--- src/rtl/reg_dump_sequencer.sv ---
// reg_dump_sequencer
//
// Counts CPU run cycles. Once END_COUNT of them have been seen, the CPU is
// frozen and the first NUM_REGS register-file words are streamed out over a
// valid/ready interface, one beat per LOAD/SEND pair. After the last beat is
// accepted, done_o pulses for one cycle. The block then either halts
// (PERIODIC=0) or re-arms the counter (PERIODIC=1).
//
// Ports
//   clk_i, rst_i        clock; asynchronous active-low reset
//   run_i               CPU running; qualifies the cycle counter in COUNT
//   clear_i             synchronous restart into COUNT with counter/index zeroed
//   rf_addr_o/rf_data_i register-file read port (combinational read data)
//   freeze_o            CPU stall while a dump is in progress
//   dump_valid_o/ready  dump beat handshake
//   dump_idx_o/data_o   index and value of the current beat
//   dump_last_o         marks the beat with index NUM_REGS-1
//   done_o              one-cycle pulse after the last beat is accepted
//   cycle_cnt_o         current run-cycle count
module reg_dump_sequencer #(
    parameter int          DATA_W    = 32,
    parameter int          ADDR_W    = 5,
    parameter int          NUM_REGS  = 13,
    parameter logic [31:0] END_COUNT = 32'd25,
    parameter bit          PERIODIC  = 1'b0
) (
    input  logic              clk_i,
    input  logic              rst_i,
    input  logic              run_i,
    input  logic              clear_i,
    output logic [ADDR_W-1:0] rf_addr_o,
    input  logic [DATA_W-1:0] rf_data_i,
    output logic              freeze_o,
    output logic              dump_valid_o,
    input  logic              dump_ready_i,
    output logic [ADDR_W-1:0] dump_idx_o,
    output logic [DATA_W-1:0] dump_data_o,
    output logic              dump_last_o,
    output logic              done_o,
    output logic [31:0]       cycle_cnt_o
);

    typedef enum logic [2:0] {
        S_COUNT,
        S_LOAD,
        S_SEND,
        S_DONE,
        S_HALT
    } state_t;

    localparam logic [ADDR_W-1:0] LAST_IDX = ADDR_W'(NUM_REGS - 1);

    state_t              state, state_n;
    logic [31:0]         cnt, cnt_n, cnt_inc;
    logic [ADDR_W-1:0]   idx, idx_n;
    logic [ADDR_W-1:0]   didx, didx_n;
    logic [DATA_W-1:0]   data, data_n;
    logic                last, last_n;

    always_ff @(posedge clk_i or negedge rst_i) begin
        if (!rst_i) begin
            state <= S_COUNT;
            cnt   <= '0;
            idx   <= '0;
            didx  <= '0;
            data  <= '0;
            last  <= 1'b0;
        end else begin
            state <= state_n;
            cnt   <= cnt_n;
            idx   <= idx_n;
            didx  <= didx_n;
            data  <= data_n;
            last  <= last_n;
        end
    end

    always_comb begin
        state_n = state;
        cnt_n   = cnt;
        idx_n   = idx;
        didx_n  = didx;
        data_n  = data;
        last_n  = last;
        cnt_inc = cnt + 32'd1;

        case (state)
            S_COUNT: begin
                if (run_i) begin
                    cnt_n = cnt_inc;
                    // Trigger on the edge that makes the count reach END_COUNT.
                    if (cnt_inc == END_COUNT) begin
                        state_n = S_LOAD;
                        idx_n   = '0;
                    end
                end
            end
            S_LOAD: begin
                // Latch the beat so the stream stays stable while stalled,
                // independent of later register-file changes.
                data_n  = rf_data_i;
                didx_n  = idx;
                last_n  = (idx == LAST_IDX);
                state_n = S_SEND;
            end
            S_SEND: begin
                if (dump_ready_i) begin
                    if (idx == LAST_IDX) begin
                        state_n = S_DONE;
                    end else begin
                        idx_n   = idx + ADDR_W'(1);
                        state_n = S_LOAD;
                    end
                end
            end
            S_DONE: begin
                if (PERIODIC) begin
                    state_n = S_COUNT;
                    cnt_n   = '0;
                    idx_n   = '0;
                end else begin
                    state_n = S_HALT;
                end
            end
            S_HALT: begin
                state_n = S_HALT;
            end
            default: begin
                state_n = S_COUNT;
            end
        endcase

        // Restart wins over everything, including a same-cycle handshake.
        if (clear_i) begin
            state_n = S_COUNT;
            cnt_n   = '0;
            idx_n   = '0;
        end
    end

    assign rf_addr_o    = idx;
    assign freeze_o     = (state == S_LOAD) || (state == S_SEND) || (state == S_DONE);
    assign dump_valid_o = (state == S_SEND);
    assign done_o       = (state == S_DONE);
    assign dump_idx_o   = didx;
    assign dump_data_o  = data;
    assign dump_last_o  = last;
    assign cycle_cnt_o  = cnt;

endmodule

--- config.mk ---
export PLATFORM = sky130hd
export DESIGN_NAME = reg_dump_sequencer
export DESIGN_NICKNAME = d
export VERILOG_FILES = /design/src/rtl/reg_dump_sequencer.sv
export SDC_FILE = /design/constraint.sdc
export NUM_CORES = 1
export LEC_CHECK = 0
export ABC_AREA = 1
export CORE_AREA = 5 5 99 101
export CTS_CLUSTER_SIZE = 10
export DETAILED_ROUTE_END_ITERATION = 8
export DIE_AREA = 0 0 104 106
export PLACE_DENSITY_LB_ADDON = 0.08
export SLEW_MARGIN = 20
export SYNTH_ARGS = -nofsm -noshare
export SYNTH_HDL_FRONTEND = slang
export SYNTH_SLANG_ARGS = --single-unit
--- constraint.sdc ---
create_clock -name clk_i -period 2.5 [get_ports clk_i]
set_clock_uncertainty 0.1 [all_clocks]
set_input_delay 0.5 -clock clk_i [delete_from_list [all_inputs] [get_ports clk_i]]
set_output_delay 0.5 -clock clk_i [all_outputs]
set_load 0.03 [all_outputs]
==> results of run 1 <==
-- Yosys cell counts --
master / number / share of area
sky130_fd_sc_hd__o21ai_0: 23 / 0.028
sky130_fd_sc_hd__nand2_2: 6 / 0.0091
sky130_fd_sc_hd__o31ai_1: 1 / 0.0018
sky130_fd_sc_hd__clkinv_1: 1 / 0.00090
sky130_fd_sc_hd__nand2_4: 4 / 0.011
sky130_fd_sc_hd__inv_1: 59 / 0.053
sky130_fd_sc_hd__o21ai_1: 1 / 0.0012
sky130_fd_sc_hd__o22ai_1: 21 / 0.032
sky130_fd_sc_hd__nand3_1: 36 / 0.043
sky130_fd_sc_hd__nand2_1: 240 / 0.22
sky130_fd_sc_hd__nand4_1: 2 / 0.0030
sky130_fd_sc_hd__clkbuf_1: 13 / 0.012
sky130_fd_sc_hd__nand3b_1: 1 / 0.0018
sky130_fd_sc_hd__xor2_1: 8 / 0.017
sky130_fd_sc_hd__nor2_4: 8 / 0.022
sky130_fd_sc_hd__dfrtp_1: 78 / 0.47
sky130_fd_sc_hd__a21oi_1: 4 / 0.0048
sky130_fd_sc_hd__xor2_2: 1 / 0.0039
sky130_fd_sc_hd__inv_2: 3 / 0.0027
sky130_fd_sc_hd__or2_2: 1 / 0.0015
sky130_fd_sc_hd__nor2_1: 50 / 0.045
sky130_fd_sc_hd__nor3_1: 3 / 0.0036
sky130_fd_sc_hd__nor2_2: 2 / 0.0030
sky130_fd_sc_hd__ha_1: 4 / 0.012
-- worst min path at each step --
stage                                            from                     endpoint  cells after the start
after floorplan                                 rst_i   cycle_cnt_o[0]$_DFFE_PN0P_                      0
after global placement    dump_data_o[24]$_DFFE_PN0P_  dump_data_o[24]$_DFFE_PN0P_                      2
after detailed placement  dump_data_o[22]$_DFFE_PN0P_  dump_data_o[22]$_DFFE_PN0P_                      2
after CTS                 dump_data_o[24]$_DFFE_PN0P_  dump_data_o[24]$_DFFE_PN0P_                      2
after global routing      dump_data_o[18]$_DFFE_PN0P_  dump_data_o[18]$_DFFE_PN0P_                      2
final                     dump_data_o[22]$_DFFE_PN0P_  dump_data_o[22]$_DFFE_PN0P_                      2
-- flip-flops by register name, indices dropped and copies added (netlist names) --
| register | flops |
|---|---|
| dump_last_o | 1 |
| dump_data_o | 32 |
| cycle_cnt_o | 32 |
| state | 3 |
| rf_addr_o | 5 |
| dump_idx_o | 5 |
-- cell families (layout without fill, tap and decap cells) --
group | after synthesis | count (layout)
AOI/OAI and AO/OA | 50 | 50
xor gates and xnor gates | 9 | 9
adders and majority gates | 4 | 4
buffers and inverters | 76 | 202
DFF | 78 | 78
and+or+nand+nor | 353 | 353
-- report_power, final --
part	leakage, uW	internal [uW]	total (uW)	switching [uW]
logic	0.00149	419	1040	623
registers	0.00103	1420	1510	93.4
clock network	0.000104	577	1040	465
-- worst max-delay path, cell delays in order, from the launching register on --
cell	delay, ns
sky130_fd_sc_hd__dfrtp_1	0.40
sky130_fd_sc_hd__ha_2	0.21
sky130_fd_sc_hd__nand2_2	0.07
sky130_fd_sc_hd__nor2_4	0.19
sky130_fd_sc_hd__nand2_4	0.11
sky130_fd_sc_hd__nor2_4	0.13
sky130_fd_sc_hd__inv_2	0.07
sky130_fd_sc_hd__nor2_4	0.10
sky130_fd_sc_hd__xor2_2	0.18
sky130_fd_sc_hd__nand3_1	0.14
sky130_fd_sc_hd__nor2_2	0.13
sky130_fd_sc_hd__nand2_2	0.09
sky130_fd_sc_hd__nand2_4	0.11
sky130_fd_sc_hd__nand2_4	0.09
sky130_fd_sc_hd__nand2_2	0.07
sky130_fd_sc_hd__nand2_1	0.05
-- layer usage --
metal,global-route usage,up-vias,wire [um]
met2,0.359,151,5540
met1,0.257,1858,4710
met4,0.0805,0,272
li1,-,2019,-
met5,0,-,0
met3,0.0589,20,927
-- final cells by class --
cell class	count	area, um2
Fill cell	804	3220
Sequential cell	78	1950
Multi-Input combinational cell	416	1940
Timing Repair Buffer	125	1240
Inverter	63	236
Tap cell	111	139
Clock buffer	10	138
Clock inverter	4	72.6
-- repair_timing --
action                                  4_1_cts  5_1_grt
setup buffers                                 0        5
hold endpoints to repair                      9        0
gates resized for setup                       0       15
endpoints found under the setup margin        0        6
hold buffers                                  1        0
-- placed cells by master (no fill, tap or decap), drive strengths merged --
cell | netlist | routed
buf | 0 | 11
nand3b | 1 | 1
nand3 | 36 | 36
nand4 | 2 | 2
clkinvlp | 0 | 1
dlygate4sd3 | 0 | 1
nor3 | 3 | 3
a21oi | 4 | 4
bufinv | 0 | 2
o22ai | 21 | 21
nand2 | 250 | 250
nor2 | 60 | 60
dfrtp | 78 | 78
or2 | 1 | 1
clkbuf | 13 | 10
inv | 62 | 62
o31ai | 1 | 1
ha | 4 | 4
xor2 | 9 | 9
o21ai | 24 | 24
clkdlybuf4s50 | 0 | 113
clkinv | 1 | 2
-- stage by stage --
| step | hold slack [ns] | power (uW) | util |
|---|---|---|---|
| 6_report | 0.381 | 3600 | 0.640 |
| 5_1_grt | 0.415 | 3770 | 0.640 |
| 4_1_cts | 0.386 | 3630 | 0.632 |
| 3_3_place_gp | 0.360 | 2560 | 0.607 |
| 2_1_floorplan | 0.104 | 2080 | - |
| 3_5_place_dp | 0.365 | 2570 | 0.607 |
==> impl.org, run 1 <==
** Clock tree
- CTS placed an instance of sky130_fd_sc_hd__clkbuf_8 at the clock tree root.
- TritonCTS built the clock tree.
- CTS H-tree depth :: 3
- The clock drives 78 sinks.
- Insertion delay to the later sink of the worst-skew pair :: 0.35 ns
- Maximum count of clock buffers along a single path :: 2
- Number of CTS-inserted buffers :: 9
- Clock transition time at the flip-flop clock pins of the worst setup and hold paths :: 0.08 ns

** Placement
- In this run, placement finished with an instance count of 787.
- Placed Area :: 5430 um2
- Once detailed placement completed, the half-perimeter wirelength came to 8440 um.
- Before CTS, the worst setup slack after placement is 0.158 ns.
- Buffers added on ports :: 114
- Final Wtd Congestion :: 0.981

** Timing
- Relative slew slack :: 0.357
- Setup repair after global routing missed its margin :: yes
- Across all setup checks in the final design, the least slack found is 0.140 ns.
- Transition at the pin with the smallest max-transition slack :: 0.958 ns
- The number of hold-slack violations in the final timing report was 0.
- Max-slew violations :: 0
- Total negative setup slack :: 0 ns
- Subtracting the final worst setup slack from the clock period gives 2.36 ns.
- Based on the critical path, the design can be clocked at up to 424 MHz.
- Setup violations remaining at the end of the flow were counted as 0.
- Dividing the final minimum period by the clock period gives 0.944.

** Global route
- Maximum number of pins on one net before global-route repair :: 47
- The total overflow left after global routing is 0.
- The number of antenna violations at the first check in global routing came to 0.
- The first global-routing pass estimated 19300 um of wire.
- The number of global-route vias before repair came to 4115.
- Across every metal layer, demand over resource in global routing totals 0.212.

** Logic synthesis
- Synthesis inferred 78 register bits.
- Simple-Gate Fraction of Synth Area :: 0.360
- Yosys Warn Count :: 0
- Post-synth cell types :: 24
- Share of synthesized area occupied by flip-flops and latches :: 0.471
- Synth Instances :: 570
- The compound-gate portion of the synthesized area is 0.0673.
- The mapped netlist covers 4150 um2.
- Adder-cell area share of the yosys netlist :: 0.0121
- The number of nets in the synthesized netlist is 611.
- The average instance in the mapped netlist occupies 7.28 um2.
- Parity-gate share of the synthesized area counting xor and xnor cells :: 0.0208
- Of the post-synthesis cell area, the part taken by muxes is 0.
- Main combinational cell family by area after synthesis :: simple AND/OR/NAND/NOR gates

** Detailed routing
- Wire per inst :: 14.2 um
- Routed via count divided by cell count :: 5.02
- Across all layers, the routed design uses 4048 vias.
- Total wire length :: 11400 um
- The first detailed-routing pass took 4 iterations.
- For this block, the initial DRC count from the detailed router was 176.
- DRC :: 0
- Antenna Nets Post-Route :: 0

** Pwr
- In this run the static leakage power is 0.00263 uW.
- VDD sags by at most 472 uV.
- In this run the power density over the cells is 629 nW/um2.

** Flow run
- Max-cap violations in this run came to 0.

** Floorplan
- Total I/O pin count :: 115
- Core area :: 8930 um2
- The initial utilization of the core area, before any placement, comes to 0.464.
- Horizontal die dimension :: 104 um
- The floorplan has 35 rows.
- The die is 106 um tall.
- The die covers 11000 um2.

** Setup path
- At the worst endpoint, the required time is 2.64 ns.
- Setup slack on the worst reg-to-reg path comes out at 0.14 ns.
- STA classifies the critical path endpoint as a flip-flop.
- In this run the critical register-to-register path is launched from cycle_cnt_o[0]$_DFFE_PN0P_.
- STA classifies the critical path startpoint as a flip-flop.
- Of all nets on the critical path, the largest fanout is 7.
- R2R cell count :: 15
- Data arrival, critical path :: 2.50 ns
- Critical path start-end classification :: flip-flop to flip-flop
- Capture point of the critical path :: rf_addr_o[4]$_DFFE_PN0P_
- Reg2reg end :: rf_addr_o[4]$_DFFE_PN0P_
- Launch point of the worst path :: cycle_cnt_o[0]$_DFFE_PN0P_

** Finish
- Summing all non-filler instances in the final layout gives an area of 5720 um2.
- From synthesis to final layout, the design area changed by 37.8%.
- Layout cell share with drive strength beyond 1 :: 0.0934
- The count of cells in the finished layout, fillers not included, comes to 807.
- Number of nets in the layout :: 734
- The repair_antennas step left the layout with diodes totalling 0.

** Status
- The run finished with clean final reports.

** Worst hold path
- In this run the worst hold path is classified as flip-flop to flip-flop.
Power figures use the tool's default switching activity.
==> inputs of run 2 (changes only) <==
==> constraint.sdc (replaced) <==
create_clock -name clk_i -period 2.5 [get_ports clk_i]
set_clock_uncertainty 0.1 [all_clocks]
set_input_delay 0.5 -clock clk_i [delete_from_list [all_inputs] [get_ports clk_i]]
set_output_delay 0.5 -clock clk_i [all_outputs]
set_load 0.02 [all_outputs]
==> results of run 2 <==
The final DEF is identical to that of run 1. Status: finished clean.
Among the figures that moved: total power 3600 uW -> 3470 uW; worst IR drop on VDD 472 uV -> 427 uV
==> inputs of run 3 (changes only) <==
--- a/config.mk
+++ b/config.mk
@@ -11,7 +11,7 @@
 export DETAILED_ROUTE_END_ITERATION = 8
 export DIE_AREA = 0 0 104 106
 export PLACE_DENSITY_LB_ADDON = 0.08
-export SLEW_MARGIN = 20
+export SLEW_MARGIN = 25
 export SYNTH_ARGS = -nofsm -noshare
 export SYNTH_HDL_FRONTEND = slang
 export SYNTH_SLANG_ARGS = --single-unit
==> results of run 3 <==
The final DEF is identical to that of run 1. Status: finished clean.
Among the figures that moved: total power 3600 uW -> 3470 uW; worst IR drop on VDD 472 uV -> 427 uV
